`src/rtl/uart_fifo_ext.sv`:
```
// Purpose: UART byte buffer with selectable registered or first-word-fall-through read, fill count, watermarks, flush and sticky error flags.
// Latency: a write is visible in count one edge later; registered reads return data one edge after rd_en; FWFT shows the head word combinationally.
// Backpressure: writes are dropped when full (overflow) and reads are dropped when empty (underflow); flush and rst discard that cycle's requests.
module uart_fifo_ext #(
    parameter int WIDTH      = 8,
    parameter int DEPTH      = 16,
    parameter int FWFT       = 0,
    parameter int AFULL_LVL  = 12,
    parameter int AEMPTY_LVL = 4
) (
    input  logic                     clk,
    input  logic                     rst,
    input  logic                     flush,
    input  logic                     wr_en,
    input  logic [WIDTH-1:0]         wr_data,
    input  logic                     rd_en,
    output logic [WIDTH-1:0]         rd_data,
    output logic                     rd_valid,
    output logic [$clog2(DEPTH):0]   count,
    output logic                     empty,
    output logic                     full,
    output logic                     almost_full,
    output logic                     almost_empty,
    output logic                     overflow,
    output logic                     underflow,
    input  logic                     clr_err
);

    localparam int AW = $clog2(DEPTH);

    // Threshold constants sized to the count so the compares stay width-matched.
    localparam logic [AW:0] DEPTH_C  = (AW+1)'(DEPTH);
    localparam logic [AW:0] AFULL_C  = (AW+1)'(AFULL_LVL);
    localparam logic [AW:0] AEMPTY_C = (AW+1)'(AEMPTY_LVL);

    logic [WIDTH-1:0] mem [DEPTH];
    logic [AW:0]      wr_ptr;
    logic [AW:0]      rd_ptr;
    logic             wr_acc;
    logic             rd_acc;

    // Status flags come only from the registered count, so they move on edges only.
    assign empty        = (count == '0);
    assign full         = (count == DEPTH_C);
    assign almost_full  = (count >= AFULL_C);
    assign almost_empty = (count <= AEMPTY_C);

    // Acceptance is judged on start-of-cycle flags; rst and flush swallow requests.
    always_comb begin
        wr_acc = 1'b0;
        rd_acc = 1'b0;
        if (!rst && !flush) begin
            wr_acc = wr_en && !full;
            rd_acc = rd_en && !empty;
        end
    end

    // Storage array: no reset, flush leaves stale contents in place.
    always_ff @(posedge clk) begin
        if (wr_acc) begin
            mem[wr_ptr[AW-1:0]] <= wr_data;
        end
    end

    // Pointers and fill count; the extra pointer MSB wraps naturally modulo 2*DEPTH.
    always_ff @(posedge clk) begin
        if (rst || flush) begin
            wr_ptr <= '0;
            rd_ptr <= '0;
            count  <= '0;
        end else begin
            if (wr_acc) begin
                wr_ptr <= wr_ptr + 1'b1;
            end
            if (rd_acc) begin
                rd_ptr <= rd_ptr + 1'b1;
            end
            case ({wr_acc, rd_acc})
                2'b10:   count <= count + 1'b1;
                2'b01:   count <= count - 1'b1;
                default: count <= count;
            endcase
        end
    end

    // Sticky error flags: a rejected request sets, clr_err clears, set wins; frozen during flush.
    always_ff @(posedge clk) begin
        if (rst) begin
            overflow  <= 1'b0;
            underflow <= 1'b0;
        end else if (!flush) begin
            overflow  <= (wr_en && full)  || (overflow  && !clr_err);
            underflow <= (rd_en && empty) || (underflow && !clr_err);
        end
    end

    generate
        if (FWFT == 0) begin : g_reg_read
            // Registered read: one-cycle rd_valid pulse per accepted pop, data held otherwise.
            always_ff @(posedge clk) begin
                if (rst) begin
                    rd_data  <= '0;
                    rd_valid <= 1'b0;
                end else if (flush) begin
                    rd_valid <= 1'b0;
                end else if (rd_acc) begin
                    rd_data  <= mem[rd_ptr[AW-1:0]];
                    rd_valid <= 1'b1;
                end else begin
                    rd_valid <= 1'b0;
                end
            end
        end else begin : g_fwft_read
            // Head word is always on display; rd_en acknowledges and pops it.
            assign rd_data  = mem[rd_ptr[AW-1:0]];
            assign rd_valid = !empty;
        end
    endgenerate

endmodule
```
`config.mk`:
```
export PLATFORM = sky130hd
export DESIGN_NAME = uart_fifo_ext
export DESIGN_NICKNAME = d
export VERILOG_FILES = /design/src/rtl/uart_fifo_ext.sv
export SDC_FILE = /design/constraint.sdc
export NUM_CORES = 1
export LEC_CHECK = 0
export CORE_ASPECT_RATIO = 0.75
export CORE_MARGIN = 2
export CORE_UTILIZATION = 43
export CTS_CLUSTER_SIZE = 12
export DETAILED_ROUTE_END_ITERATION = 10
export GPL_ROUTABILITY_DRIVEN = 0
export SLEW_MARGIN = 20
export SYNTH_ARGS = -nofsm -noshare
export SYNTH_HDL_FRONTEND = slang
export SYNTH_SLANG_ARGS = --single-unit
```
`constraint.sdc`:
```
create_clock -name clk -period 3 [get_ports clk]
set_clock_uncertainty 0.15 [all_clocks]
set_input_delay 0.45 -clock clk [delete_from_list [all_inputs] [get_ports clk]]
set_output_delay 0.45 -clock clk [all_outputs]
set_load 0.01 [all_outputs]
```
==> results.tsv <==
stage	metric	value	unit
timing	finalCriticalPeriod	2830	ps
synthesis	synth-main-ff-cell	edfxtp_1	
worst_setup_path	path_max_fanout	8	
timing	timing.fmax	354	MHz
worst_setup_path	end_kind	output pin	
clock_tree	postCtsSetupRepairBufs	0	
clock_tree	htree_num_levels	4	
place	hpwl	9.09	mm
synthesis	ys_async_sr_fraction	0	%
power_and_ir_drop	ir_worst_vdd	0.000408	V
grt	grt_pass1_vias	3408	
routing	drtIter0Drc	316	
clock_tree	cts_tree	done	
worst_setup_path	critPathLaunchType	register	
timing	whs	310	ps
floorplan	initial_core_util	43.4	%
routing	wl	13.5	mm
clock_tree	cts.sink_count	152	
grt	track_usage	18.8	%
clock_tree	root_buffer	clkbuf_16	
place	portBuffers	33	
worst_setup_path	cp.arrival	2230	ps
clock_tree	path_clk_slew	60	ps
job	drv_cap	0	
layout	seq_area	0.00433	mm²
layout	drive_gt1_share	19.9	%
layout	area_growth	20.9	%
timing	setup-tns-final	0	ps
layout	n_antenna_cell	0	
synthesis	ys_seq_area_share	69.6	%
synthesis	synth_edf_count	128	
timing	slew-limit-headroom	55.7	%
synthesis	yosysUniqueCellTypes	49	
routing	via_count	3459	
synthesis	syn_nets	407	
synthesis	synth_seq_cells	152	
layout	nFillCells	1181	
floorplan	io_pins	34	
worst_setup_path	crit_type	register to output pin	
routing	drc_errors	0	
worst_setup_path	slowest_stage	or4_4	
timing	slew_viol_final	0	
floorplan	die_h	108	µm
clock_tree	cts_made_buffers	17	
worst_setup_path	cp.required	2400	ps
power_and_ir_drop	p_sw_share	21.3	%
power_and_ir_drop	clockPowerShare	47.5	%
worst_setup_path	crit_path_max_incr_delay	570	ps
power_and_ir_drop	internal_power	3600	µW
layout	fin_nets	466	
routing	vias_per_cell	5.26	
worst_hold_path	hold_class	register to register	
clock_tree	clock_latency	420	ps
power_and_ir_drop	power.density	608	mW/mm²
power_and_ir_drop	power_switching	975	µW
routing	antenna_left	0	
synthesis	yosysWarnings	0	
floorplan	die_w	143	µm
grt	grt_max_degree	22	
grt	antenna_found_initial	0	
run_status	status	finished, final reports clean	
layout	multi_input_area	0.00172	mm²
clock_tree	cts_resized	0	
grt	grt_pass1_wl	20.5	mm
floorplan	rows	38	
routing	routedWlPerCell	20.5	µm
worst_setup_path	path_cells	buf_4, or4_4, nor2_1, clkdlybuf4s50_1	
clock_tree	clockBufferDepth	2	
power_and_ir_drop	leakage	0.00240	µW
clock_tree	postCtsHoldBufs	0	
synthesis	synth.avg_cell_area	16.1	µm²
floorplan	coreArea	0.0143	mm²
floorplan	dieArea	0.0154	mm²
timing	worstMarginPinSlew	663	ps
grt	grt_overflow	0	
power_and_ir_drop	comb_power_share	2.3	%
power_and_ir_drop	pwr-share-seq	50.2	%
timing	setup_viol	0	
timing	fin_crit_sh	94.2	%
timing	final_hold_viol_count	0	
timing	rsz0062_at_grt	no	
routing	drt_first_pass_iters	4	
synthesis	syn_inst	385	
synthesis	syn-cell-area	0.00622	mm²
cells in the mapped netlist (2+ instances only):
library cell	count	area, µm²
a211oi_1	10	75.1
a32oi_1	2	17.5
clkbuf_1	9	33.8
xor2_1	6	52.6
edfxtp_1	128	3840
dfxtp_1	24	480
inv_1	7	26.3
nor2b_1	2	12.5
nand2_1	19	71.3
buf_6	4	45.0
or3_1	3	18.8
a311oi_1	7	61.3
nand2b_1	2	12.5
a21oi_1	3	15.0
buf_4	3	22.5
mux2i_1	32	320
xnor2_1	4	35.0
a31oi_1	3	18.8
nand3b_1	2	15.0
ha_1	8	100
nor3_1	5	25.0
o22ai_1	15	93.8
nand3_1	5	25.0
buf_2	8	40.0
nor2_1	33	124
mux4_2	18	405
final timing paths:
check	slack, ps	from	cells after the start	end
max	170	count[1]	4	empty
min reg2reg	310	overflow	2	overflow
max reg2reg	280	count[0]	9	count[2]
min	310	overflow	2	overflow
worst max-delay path, delay by kind of cell, from the launching register on:
| family | cells | cell delay [ps] |
|---|---|---|
| and+or+nand+nor | 2 | 730 |
| DFF | 1 | 330 |
| buffers and inverters | 2 | 740 |
metal layers:
layer	wire (µm)	track usage (%)	share of wire, %	vias to the layer above
met5	0	0	0	-
met4	104	5.94	0.77	0
met3	1080	4.56	8.0	11
met2	6040	27.8	45	91
met1	6250	27.7	46	1741
li1	-	-	-	1616
layout by cell type (no fill, tap or decap), drive strengths merged, types with 2 or more instances in the layout:
cell type,count
a32oi,2
mux2i,32
clkinv,5
o22ai,15
a311oi,7
o21ai,2
dfxtp,24
clkdlybuf4s50,33
a31oi,3
xor2,6
nand2,19
clkbuf,17
nand2b,2
a211oi,11
mux4,18
inv,15
a21oi,4
nand3,5
or3b,2
edfxtp,128
bufinv,2
or2,2
buf,33
nor3,5
nand3b,2
nor2b,2
nor2,33
xnor2,4
or3,3
ha,8
flip-flops by register name (all words and copies together), names as in the netlist:
name / flops
overflow: 1
rd_ptr: 4
count: 5
wr_ptr: 4
underflow: 1
rd_data: 8
rd_valid: 1
mem: 128
per-stage QoR:
step	total power, µW	setup slack [ps]	instances	utilization (%)	cell area (µm²)
after CTS	4620	162	657	52.5	7520
after floorplan	2380	98.0	385	-	6220
after global placement	2450	-137	625	48.3	6910
final	4570	175	657	52.5	7520
after global routing	4700	69.3	657	52.5	7520
after detailed placement	2450	-189	625	48.3	6910
cell families (layout without fill, tap and decap cells):
family	after synthesis	after routing	synth area share (%)
buffers and inverters	33	105	2.84
AOI/OAI and AO/OA	52	52	6.62
xor gates and xnor gates	10	10	1.41
and+or+nand+nor	80	80	6.30
DFF	152	152	69.6
muxes	50	50	11.7
adders and majority gates	8	8	1.61
final cells by class:
cell class	count	share of cell area (%)
Clock buffer	17	5.66
Sequential cell	152	57.5
Clock inverter	15	2.43
Inverter	7	0.350
Tap cell	200	3.33
Multi-Input combinational cell	200	22.8
Timing Repair Buffer	66	7.86
power by group through the flow:
stage	Combinational, µW	Clock, µW	Sequential (µW)
after floorplan	35.7	0	2340
after global placement	104	0	2340
after detailed placement	106	0	2340
after CTS	107	2220	2300
after global routing	116	2290	2300
final	105	2170	2300
Power figures use the tool's default switching activity.
